$ cat src/rtl/mem_port_arbiter_pkg.sv
// +----------------------------------------------------------------------------+
// | mem_port_arbiter_pkg: shared widths and constants for the RAM arbiter      |
// | Rev 1.0                                                                     |
// +----------------------------------------------------------------------------+
`default_nettype none

package mem_port_arbiter_pkg;

  localparam int DATA_W_DEF     = 8;
  localparam int ADDR_W_DEF     = 10;
  localparam int STARVE_MAX_DEF = 4;
  localparam int CNT_W          = 4;

  typedef enum logic [1:0] {
    SRC_IDLE = 2'd0,
    SRC_PIPE = 2'd1,
    SRC_EXT  = 2'd2
  } ram_src_e;

endpackage

`default_nettype wire

$ cat src/rtl/mem_port_arbiter_starve_cnt.sv
// +----------------------------------------------------------------------------+
// | mem_arb_starve_cnt: saturating count of cycles the external port waited    |
// | Rev 1.0                                                                     |
// +----------------------------------------------------------------------------+
`default_nettype none

module mem_arb_starve_cnt
  import mem_port_arbiter_pkg::*;
#(
  parameter int MAX = STARVE_MAX_DEF
) (
  input  logic             clk_i,
  input  logic             rst_ni,
  input  logic             clr_i,
  input  logic             inc_i,
  output logic [CNT_W-1:0] cnt_o,
  output logic             at_max_o
);

  localparam logic [CNT_W-1:0] C_MAX = CNT_W'(MAX);

  logic [CNT_W-1:0] cnt_q, cnt_d;

  assign at_max_o = (cnt_q == C_MAX);
  assign cnt_o    = cnt_q;

  // Clear dominates; increment stops once the limit is reached.
  always_comb begin
    cnt_d = cnt_q;
    if (clr_i) begin
      cnt_d = '0;
    end else if (inc_i && !at_max_o) begin
      cnt_d = cnt_q + 1'b1;
    end
  end

  always_ff @(posedge clk_i or negedge rst_ni) begin
    if (!rst_ni) begin
      cnt_q <= '0;
    end else begin
      cnt_q <= cnt_d;
    end
  end

endmodule

`default_nettype wire

$ cat src/rtl/mem_port_arbiter.sv
// +----------------------------------------------------------------------------+
// | mem_port_arbiter: shares the data RAM between the MEM stage and an external|
// | req/gnt port, forcing a one-cycle pipeline stall after a bounded wait.     |
// | Rev 1.0                                                                     |
// +----------------------------------------------------------------------------+
`default_nettype none

module mem_port_arbiter
  import mem_port_arbiter_pkg::*;
#(
  parameter int DATA_W     = DATA_W_DEF,
  parameter int ADDR_W     = ADDR_W_DEF,
  parameter int STARVE_MAX = STARVE_MAX_DEF
) (
  input  logic              clk_i,
  input  logic              rst_ni,
  input  logic              pipe_req_i,
  input  logic              pipe_write_i,
  input  logic [ADDR_W-1:0] pipe_addr_i,
  input  logic [DATA_W-1:0] pipe_wdata_i,
  output logic [DATA_W-1:0] pipe_rdata_o,
  output logic              pipe_stall_o,
  input  logic              ext_req_i,
  input  logic              ext_write_i,
  input  logic [ADDR_W-1:0] ext_addr_i,
  input  logic [DATA_W-1:0] ext_wdata_i,
  output logic              ext_gnt_o,
  output logic              ext_rvalid_o,
  output logic [DATA_W-1:0] ext_rdata_o,
  output logic              ram_we_o,
  output logic [ADDR_W-1:0] ram_addr_o,
  output logic [DATA_W-1:0] ram_wdata_o,
  input  logic [DATA_W-1:0] ram_rdata_i
);

  logic             ext_sel, pipe_sel, at_max;
  logic [CNT_W-1:0] starve_cnt;
  ram_src_e         src;

  logic              ext_rvalid_q, ext_rvalid_d;
  logic [DATA_W-1:0] ext_rdata_q, ext_rdata_d;

  // Gating with rst_ni keeps the RAM quiet the moment reset drops.
  assign ext_sel  = rst_ni & ext_req_i & (~pipe_req_i | at_max);
  assign pipe_sel = rst_ni & pipe_req_i & ~ext_sel;

  assign ext_gnt_o    = ext_sel;
  assign pipe_stall_o = pipe_req_i & ext_sel;
  assign pipe_rdata_o = ram_rdata_i;

  mem_arb_starve_cnt #(
    .MAX (STARVE_MAX)
  ) u_starve_cnt (
    .clk_i    (clk_i),
    .rst_ni   (rst_ni),
    .clr_i    (ext_sel | ~ext_req_i),
    .inc_i    (ext_req_i & ~ext_sel),
    .cnt_o    (starve_cnt),
    .at_max_o (at_max)
  );

  always_comb begin
    src = SRC_IDLE;
    if (ext_sel) begin
      src = SRC_EXT;
    end else if (pipe_sel) begin
      src = SRC_PIPE;
    end
  end

  always_comb begin
    ram_we_o    = 1'b0;
    ram_addr_o  = pipe_addr_i;
    ram_wdata_o = pipe_wdata_i;
    case (src)
      SRC_EXT: begin
        ram_we_o    = ext_write_i;
        ram_addr_o  = ext_addr_i;
        ram_wdata_o = ext_wdata_i;
      end
      SRC_PIPE: ram_we_o = pipe_write_i;
      default:  ram_we_o = 1'b0;
    endcase
  end

  always_comb begin
    ext_rvalid_d = ext_sel & ~ext_write_i;
    ext_rdata_d  = ext_rvalid_d ? ram_rdata_i : ext_rdata_q;
  end

  always_ff @(posedge clk_i or negedge rst_ni) begin
    if (!rst_ni) begin
      ext_rvalid_q <= 1'b0;
      ext_rdata_q  <= '0;
    end else begin
      ext_rvalid_q <= ext_rvalid_d;
      ext_rdata_q  <= ext_rdata_d;
    end
  end

  assign ext_rvalid_o = ext_rvalid_q;
  assign ext_rdata_o  = ext_rdata_q;

  logic unused_cnt;
  assign unused_cnt = ^starve_cnt;

endmodule

`default_nettype wire

$ cat config.mk
export PLATFORM = sky130hd
export DESIGN_NAME = mem_port_arbiter
export DESIGN_NICKNAME = d
export VERILOG_FILES = /design/src/rtl/mem_port_arbiter_pkg.sv /design/src/rtl/mem_port_arbiter_starve_cnt.sv /design/src/rtl/mem_port_arbiter.sv
export SDC_FILE = /design/constraint.sdc
export NUM_CORES = 1
export LEC_CHECK = 0
export CAP_MARGIN = 20
export CORE_MARGIN = 10
export CORE_UTILIZATION = 34
export CTS_CLUSTER_DIAMETER = 30
export DETAILED_ROUTE_END_ITERATION = 7
export GPL_TIMING_DRIVEN = 0
export PLACE_DENSITY = 0.94
export SYNTH_ARGS = -nofsm -noshare
export SYNTH_HDL_FRONTEND = slang
export SYNTH_HIERARCHICAL = 1
export SYNTH_SLANG_ARGS = --single-unit
$ cat constraint.sdc
create_clock -name clk_i -period 5.75 [get_ports clk_i]
set_clock_uncertainty 0.2 [all_clocks]
set_input_delay 1.15 -clock clk_i [delete_from_list [all_inputs] [get_ports clk_i]]
set_output_delay 1.15 -clock clk_i [all_outputs]
set_load 0.01 [all_outputs]
==> run summary, run 1 <==
largest net degree at the start of global routing = 17
Post-CTS Setup Inserts = 0
Critical Path Source Type = input pin
first-pass detailed-route iteration total = 4
first-pass GRT wire length = 5457 µm
VDD IR max = 0.1870 mV
Post-Synthesis Cell Area = 989.7 µm²
Yosys top cell area share = 0.3287
Total GRT Usage = 0.1271
nets = 224
Avg Cell Area, Syn = 12.37 µm²
n_diodes = 0
P_leak = 0.8680 nW
PortBufs = 87
Worst-path clk slew = 0.08 ns
Worst Hold Launch = ext_rdata_o[0]$_DFFE_PN0P_
CP peak stage delay = 0.99 ns
Layout Area Growth over Synthesis = 94.69%
global route overflow = 0
endpoint with the worst hold slack = ext_rdata_o[0]$_DFFE_PN0P_
CP Capture Type = output pin
period utilization = 0.8242
via density per instance = 4.733
post-route ant nets = 0
post-DP HPWL = 3290 µm
initial drt markers = 30
depth of the most critical reg-to-reg path = 10
Seq cells post-synth = 13
final count of pins violating max slew = 0
slowest CP cell = clkdlybuf4s50_1
die area = 5469 µm²
placed inst area = 1899 µm²
final wirelength = 3770 µm
final RePlAce weighted congestion = 0.8349
Num CTS Buffers = 3
RSZ-0062 raised after global routing = false
cell taking the most area after synthesis = dfrtp_1
Post-Syn Instances = 80
Critical Path AT = 3.39 ns
# IOs = 88
Final Setup Violations = 0
CTS hold repair buffers = 0
relative slew slack = 0.4687
cell area power density = 168.0 nW/µm²
r2r startpoint = u_starve_cnt/cnt_o[0]$_DFFE_PN0P_
post-synthesis sequential area ratio = 0.3287
largest cells by area after synthesis = dfrtp_1 (33%), mux2_4 (23%), mux2_2 (13%)
vias post-DR = 956
Row Count = 19
Root Buffer = clkbuf_4
Reg2Reg Capture Point = u_starve_cnt/cnt_o[3]$_DFFE_PN0P_
WL/cell = 18.66 µm
Hold Violations, Final = 0
Yosys warning total = 6
outcome = finished clean
fin crit period = 4.739 ns
Max Clk Rate = 0.2110 GHz
cts repair resizes = 0
CTS tree = yes
hold depth = 1
max cap viols = 0
worst-margin pin slew = 0.7945 ns
Design Area, Final = 1927 µm²
chip width = 73.95 µm
worst setup margin = 1.011 ns
core area = 2781 µm²
clock latency on the worst-skew pair = 0.28 ns
# DRC = 0
pre-CTS setup slack = 0.9583 ns
vias in the first global route = 1104
CP Max Fanout = 16
Yosys cell types = 22
Die Span Y = 73.95 µm
clock buffer depth = 2
Fillers = 198
layout cells sized above 1 = 0.2807
setup_tns = 0 ns
initial cell density of the core = 0.3558
syn_nets = 132
Min-Delay Path Class = flip-flop to flip-flop
Sink Count = 13
crit path cell chain = clkdlybuf4s50_1 > o211ai_4 > buf_12 > mux2_4 > clkdlybuf4s50_1
required time of the critical path = 4.40 ns
critical path type = input pin to output pin
initial antenna violation count = 0
H-tree Lvls = 1
r2r setup slk = 3.29 ns
CP dominant cell by count = clkdlybuf4s50_1
[where the power goes]
| part | leakage (nW) | total [mW] | internal, mW | switching (mW) |
|---|---|---|---|---|
| Sequential | 0.165 | 0.113 | 0.105 | 0.00784 |
| Combinational | 0.686 | 0.153 | 0.102 | 0.0511 |
| Clock | 0.0177 | 0.0578 | 0.0258 | 0.0320 |
| Total | 0.868 | 0.324 | 0.233 | 0.0910 |
[flip-flops by register name, summed over array words and instances, names as in the netlist]
name / count
ext_rdata_o: 8
u_starve_cnt/cnt_o: 4
ext_rvalid_o: 1
[synth_stat cells]
| cell type | instances |
|---|---|
| mux2_2 | 11 |
| nor3_1 | 1 |
| mux2_4 | 15 |
| inv_2 | 2 |
| buf_4 | 8 |
| and2_2 | 1 |
| dfrtp_1 | 13 |
| a21oi_1 | 4 |
| or3_1 | 1 |
| o2111ai_4 | 1 |
| nand3b_4 | 1 |
| a21o_2 | 2 |
| buf_12 | 1 |
| inv_1 | 5 |
| nand2_1 | 2 |
| buf_6 | 1 |
| nand3_1 | 4 |
| o211ai_4 | 1 |
| a21boi_0 | 1 |
| ha_1 | 2 |
| nand4_1 | 1 |
| nor2_1 | 2 |
[final cells by class]
class	count	area (µm²)	share of cell area
inverters	7	26.28	0.01364
well taps	31	38.79	0.02013
flip-flops and latches	13	325.3	0.1688
clock buffers	3	22.52	0.01169
multi-input cells	50	546.8	0.2838
plain buffers	10	91.34	0.04740
repair buffers	87	870.8	0.4519
clock inverters	1	5.005	0.002597
[logic make-up after synthesis]
logic type	synth area share
AO/OA/AOI/OAI	0.09356
flip-flops	0.3287
multiplexers	0.3527
adder cells (fa/ha/maj)	0.02528
AND/OR/NAND/NOR	0.08092
buffers and inverters	0.1188
[critical path: cells and delay by family]
| kind | cells | cell delay [ns] |
|---|---|---|
| AOI/OAI and AO/OA | 1 | 0.24 |
| buffers and inverters | 3 | 1.70 |
| muxes | 1 | 0.29 |
[routing by layer]
metal	share of wire	GRT usage	vias up	routed length (µm)
met4	0.0090	0.03106	0	34
li1	-	-	459	-
met1	0.36	0.1240	421	1350
met2	0.45	0.2169	71	1710
met5	0	0	-	0
met3	0.18	0.08644	5	674
[worst max path at each step]
stage                from             end  slack (ns)  depth (start not counted)
2_1_floorplan  pipe_req_i   ram_addr_o[0]        2.45                          4
3_3_place_gp       rst_ni   ram_addr_o[7]        0.99                          5
3_5_place_dp       rst_ni  ram_wdata_o[1]        0.96                          5
4_1_cts            rst_ni  ram_wdata_o[1]        0.95                          5
5_1_grt            rst_ni  ram_wdata_o[6]        0.87                          5
6_report           rst_ni  ram_wdata_o[1]        1.01                          5
[cells in the final DEF (no fill, tap or decap), drive strengths merged, types with 2 or more instances in the layout]
master,Yosys,routed
nand2,2,2
dfrtp,13,13
a21oi,4,4
nand3,4,4
clkdlybuf4s50,0,87
inv,7,7
mux2,26,26
nor2,2,2
clkbuf,0,3
ha,2,2
a21o,2,2
buf,10,10
[stage by stage]
| step | std cells | utilization | hold slack [ns] | power, mW |
|---|---|---|---|---|
| 2_1_floorplan | 80 | - | 0.3082 | 0.1693 |
| 3_3_place_gp | 198 | 0.6829 | 0.2868 | 0.2631 |
| 3_5_place_dp | 198 | 0.6829 | 0.3026 | 0.2689 |
| 4_1_cts | 202 | 0.6928 | 0.3167 | 0.3281 |
| 5_1_grt | 202 | 0.6928 | 0.3336 | 0.3415 |
| 6_report | 202 | 0.6928 | 0.3159 | 0.3238 |
(Power assumes the default switching activity.)
==> inputs of run 2 (changes only) <==
- CORE_UTILIZATION: 34 -> 31
- PLACE_DENSITY: 0.94 -> 0.87
- clock period: 5.75 -> 4.8 ns (I/O delays scaled with it)
==> run summary, run 2 (synthesized netlist as in run 1, its figures left out) <==
Num CTS Buffers = 3 (unchanged)
clock latency on the worst-skew pair = 0.27 ns (about the same)
largest net degree at the start of global routing = 17 (unchanged)
outcome = finished clean
initial antenna violation count = 0 (unchanged)
fin crit period = 4.400 ns
global route overflow = 0 (unchanged)
Critical Path Source = rst_ni
Root Buffer = clkbuf_4
placed inst area = 1916 µm² (+0.86%)
Hold Violations, Final = 0 (unchanged)
Reg2Reg Capture Point = u_starve_cnt/cnt_o[3]$_DFFE_PN0P_
final RePlAce weighted congestion = 0.7262 (-13%)
Die Span Y = 76.50 µm (+3.4%)
Total GRT Usage = 0.1301 (+0.002945)
max reg flops = 8 (unchanged)
post-DP HPWL = 3416 µm (+3.8%)
# DRC = 0 (unchanged)
CTS hold repair buffers = 0 (unchanged)
VDD IR max = 0.1522 mV (-19%)
Sink Count = 13 (unchanged)
final count of pins violating max slew = 0 (unchanged)
r2r setup slk = 2.33 ns (-0.96 ns)
cts repair resizes = 0 (unchanged)
depth of the most critical reg-to-reg path = 10 (unchanged)
CP Max Fanout = 16 (unchanged)
RSZ-0062 raised after global routing = false
clock buffer depth = 2 (unchanged)
most common library cell in the layout ignoring fill and taps = clkdlybuf4s50_1
Design Area, Final = 1942 µm² (+0.78%)
r2r startpoint = u_starve_cnt/cnt_o[0]$_DFFE_PN0P_
first-pass detailed-route iteration total = 4 (unchanged)
critical path type = input pin to output pin
critical path depth = 5 (unchanged)
H-tree Lvls = 1 (unchanged)
Critical Path Source Type = input pin
Max Clk Rate = 0.2273 GHz
Final Setup Violations = 0 (unchanged)
initial cell density of the core = 0.3242 (-0.03165)
Buf+Inv Stages, Crit Path = 3 (unchanged)
Fillers = 262 (+32%)
setup_tns = 0 ns (unchanged)
vias post-DR = 978 (+2.3%)
final wirelength = 3864 µm (+2.5%)
# IOs = 88 (unchanged)
slowest CP cell = clkdlybuf4s50_1
CP top delay family = buffers and inverters
cell area power density = 196.3 nW/µm² (+17%)
post-route ant nets = 0 (unchanged)
Row Count = 20 (+1)
total power = 0.3812 mW (+18%)
Layout Area Growth over Synthesis = 96.21%
period utilization = 0.9166
pre-CTS setup slack = 0.3726 ns (-0.5857 ns)
Critical Path AT = 3.24 ns (-0.15 ns)
Post-CTS Setup Inserts = 0 (unchanged)
die area = 5852 µm² (+7.0%)
CP endpoint = ram_wdata_o[6]
via density per instance = 4.549 (-3.9%)
max cap viols = 0 (unchanged)
first-pass GRT wire length = 6182 µm (+13%)
Worst-path clk slew = 0.08 ns (about the same)
crit path cell chain = clkdlybuf4s50_1 > o211ai_4 > buf_12 > mux2_4 > clkdlybuf4s50_1
core area = 3053 µm² (+9.8%)
n_diodes = 0 (unchanged)
worst setup margin = 0.4004 ns (-0.6107 ns)
WL/cell = 17.97 µm (-3.7%)
P_leak = 0.8653 nW (-0.31%)
nets = 224 (unchanged)
layout cells sized above 1 = 0.2749 (-0.005848)
CP peak stage delay = 1.02 ns (+0.03 ns)
PortBufs = 87 (unchanged)
most frequent cells in the layout = clkdlybuf4s50_1 (87), mux2_4 (15), dfrtp_1 (13)
CTS tree = yes
worst-margin pin slew = 0.8363 ns (+0.04182 ns)
required time of the critical path = 3.64 ns (-0.76 ns)
vias in the first global route = 1078 (-2.4%)
relative slew slack = 0.4407 (-0.02797)
Min-Delay Path Class = flip-flop to flip-flop
chip width = 76.50 µm (+3.4%)
CP Capture Type = output pin
initial drt markers = 23 (-23%)
CP dominant cell by count = clkdlybuf4s50_1
## run 2: changes by cell type in the layout (fill, tap and decap cells not counted), sizes merged
cell,change
clkbuf,+1
clkinv,-1
## run 2: through the flow
stage / util / hold WS [ns] / std cells
3_3_place_gp: 0.6275 / 0.2873 / 211
5_1_grt: 0.6361 / 0.3385 / 215
6_report: 0.6361 / 0.3095 / 215
3_5_place_dp: 0.6275 / 0.2980 / 211
4_1_cts: 0.6361 / 0.3165 / 215
2_1_floorplan: - / 0.3082 / 80
## run 2: worst min path at each step
stage,start,to,slack [ns],cells past startpoint
after floorplan,u_starve_cnt/cnt_o[3]$_DFFE_PN0P_,u_starve_cnt/cnt_o[3]$_DFFE_PN0P_,0.31,2
after global placement,ext_rdata_o[4]$_DFFE_PN0P_,ext_rdata_o[4]$_DFFE_PN0P_,0.29,1
after detailed placement,ext_rdata_o[0]$_DFFE_PN0P_,ext_rdata_o[0]$_DFFE_PN0P_,0.30,1
after CTS,ext_rdata_o[0]$_DFFE_PN0P_,ext_rdata_o[0]$_DFFE_PN0P_,0.32,1
after global routing,ext_rdata_o[3]$_DFFE_PN0P_,ext_rdata_o[3]$_DFFE_PN0P_,0.34,1
final,ext_rdata_o[0]$_DFFE_PN0P_,ext_rdata_o[0]$_DFFE_PN0P_,0.31,1
## run 2: cell type report
cell class / instances / area, µm² / area share
Tap cell: 44 / 55.05 / 0.02835
Clock buffer: 4 / 26.28 / 0.01353
Inverter: 7 / 26.28 / 0.01353
Sequential cell: 13 / 325.3 / 0.1675
Buffer: 10 / 91.34 / 0.04704
Timing Repair Buffer: 87 / 870.8 / 0.4485
Multi-Input combinational cell: 50 / 546.8 / 0.2816
## run 2: metal layers
| layer | routed length [µm] | share of wire | up-vias | global-route usage |
|---|---|---|---|---|
| met1 | 1673 | 0.43 | 442 | 0.1506 |
| met3 | 534 | 0.14 | 2 | 0.07311 |
| met5 | 0 | 0 | - | 0 |
| li1 | - | - | 461 | - |
| met2 | 1649 | 0.43 | 73 | 0.2066 |
| met4 | 6 | 0.0016 | 0 | 0.02230 |
## run 2: where the power goes
group | switching [mW] | internal, mW
logic | 0.0597 | 0.122
registers | 0.00830 | 0.126
clock network | 0.0331 | 0.0321
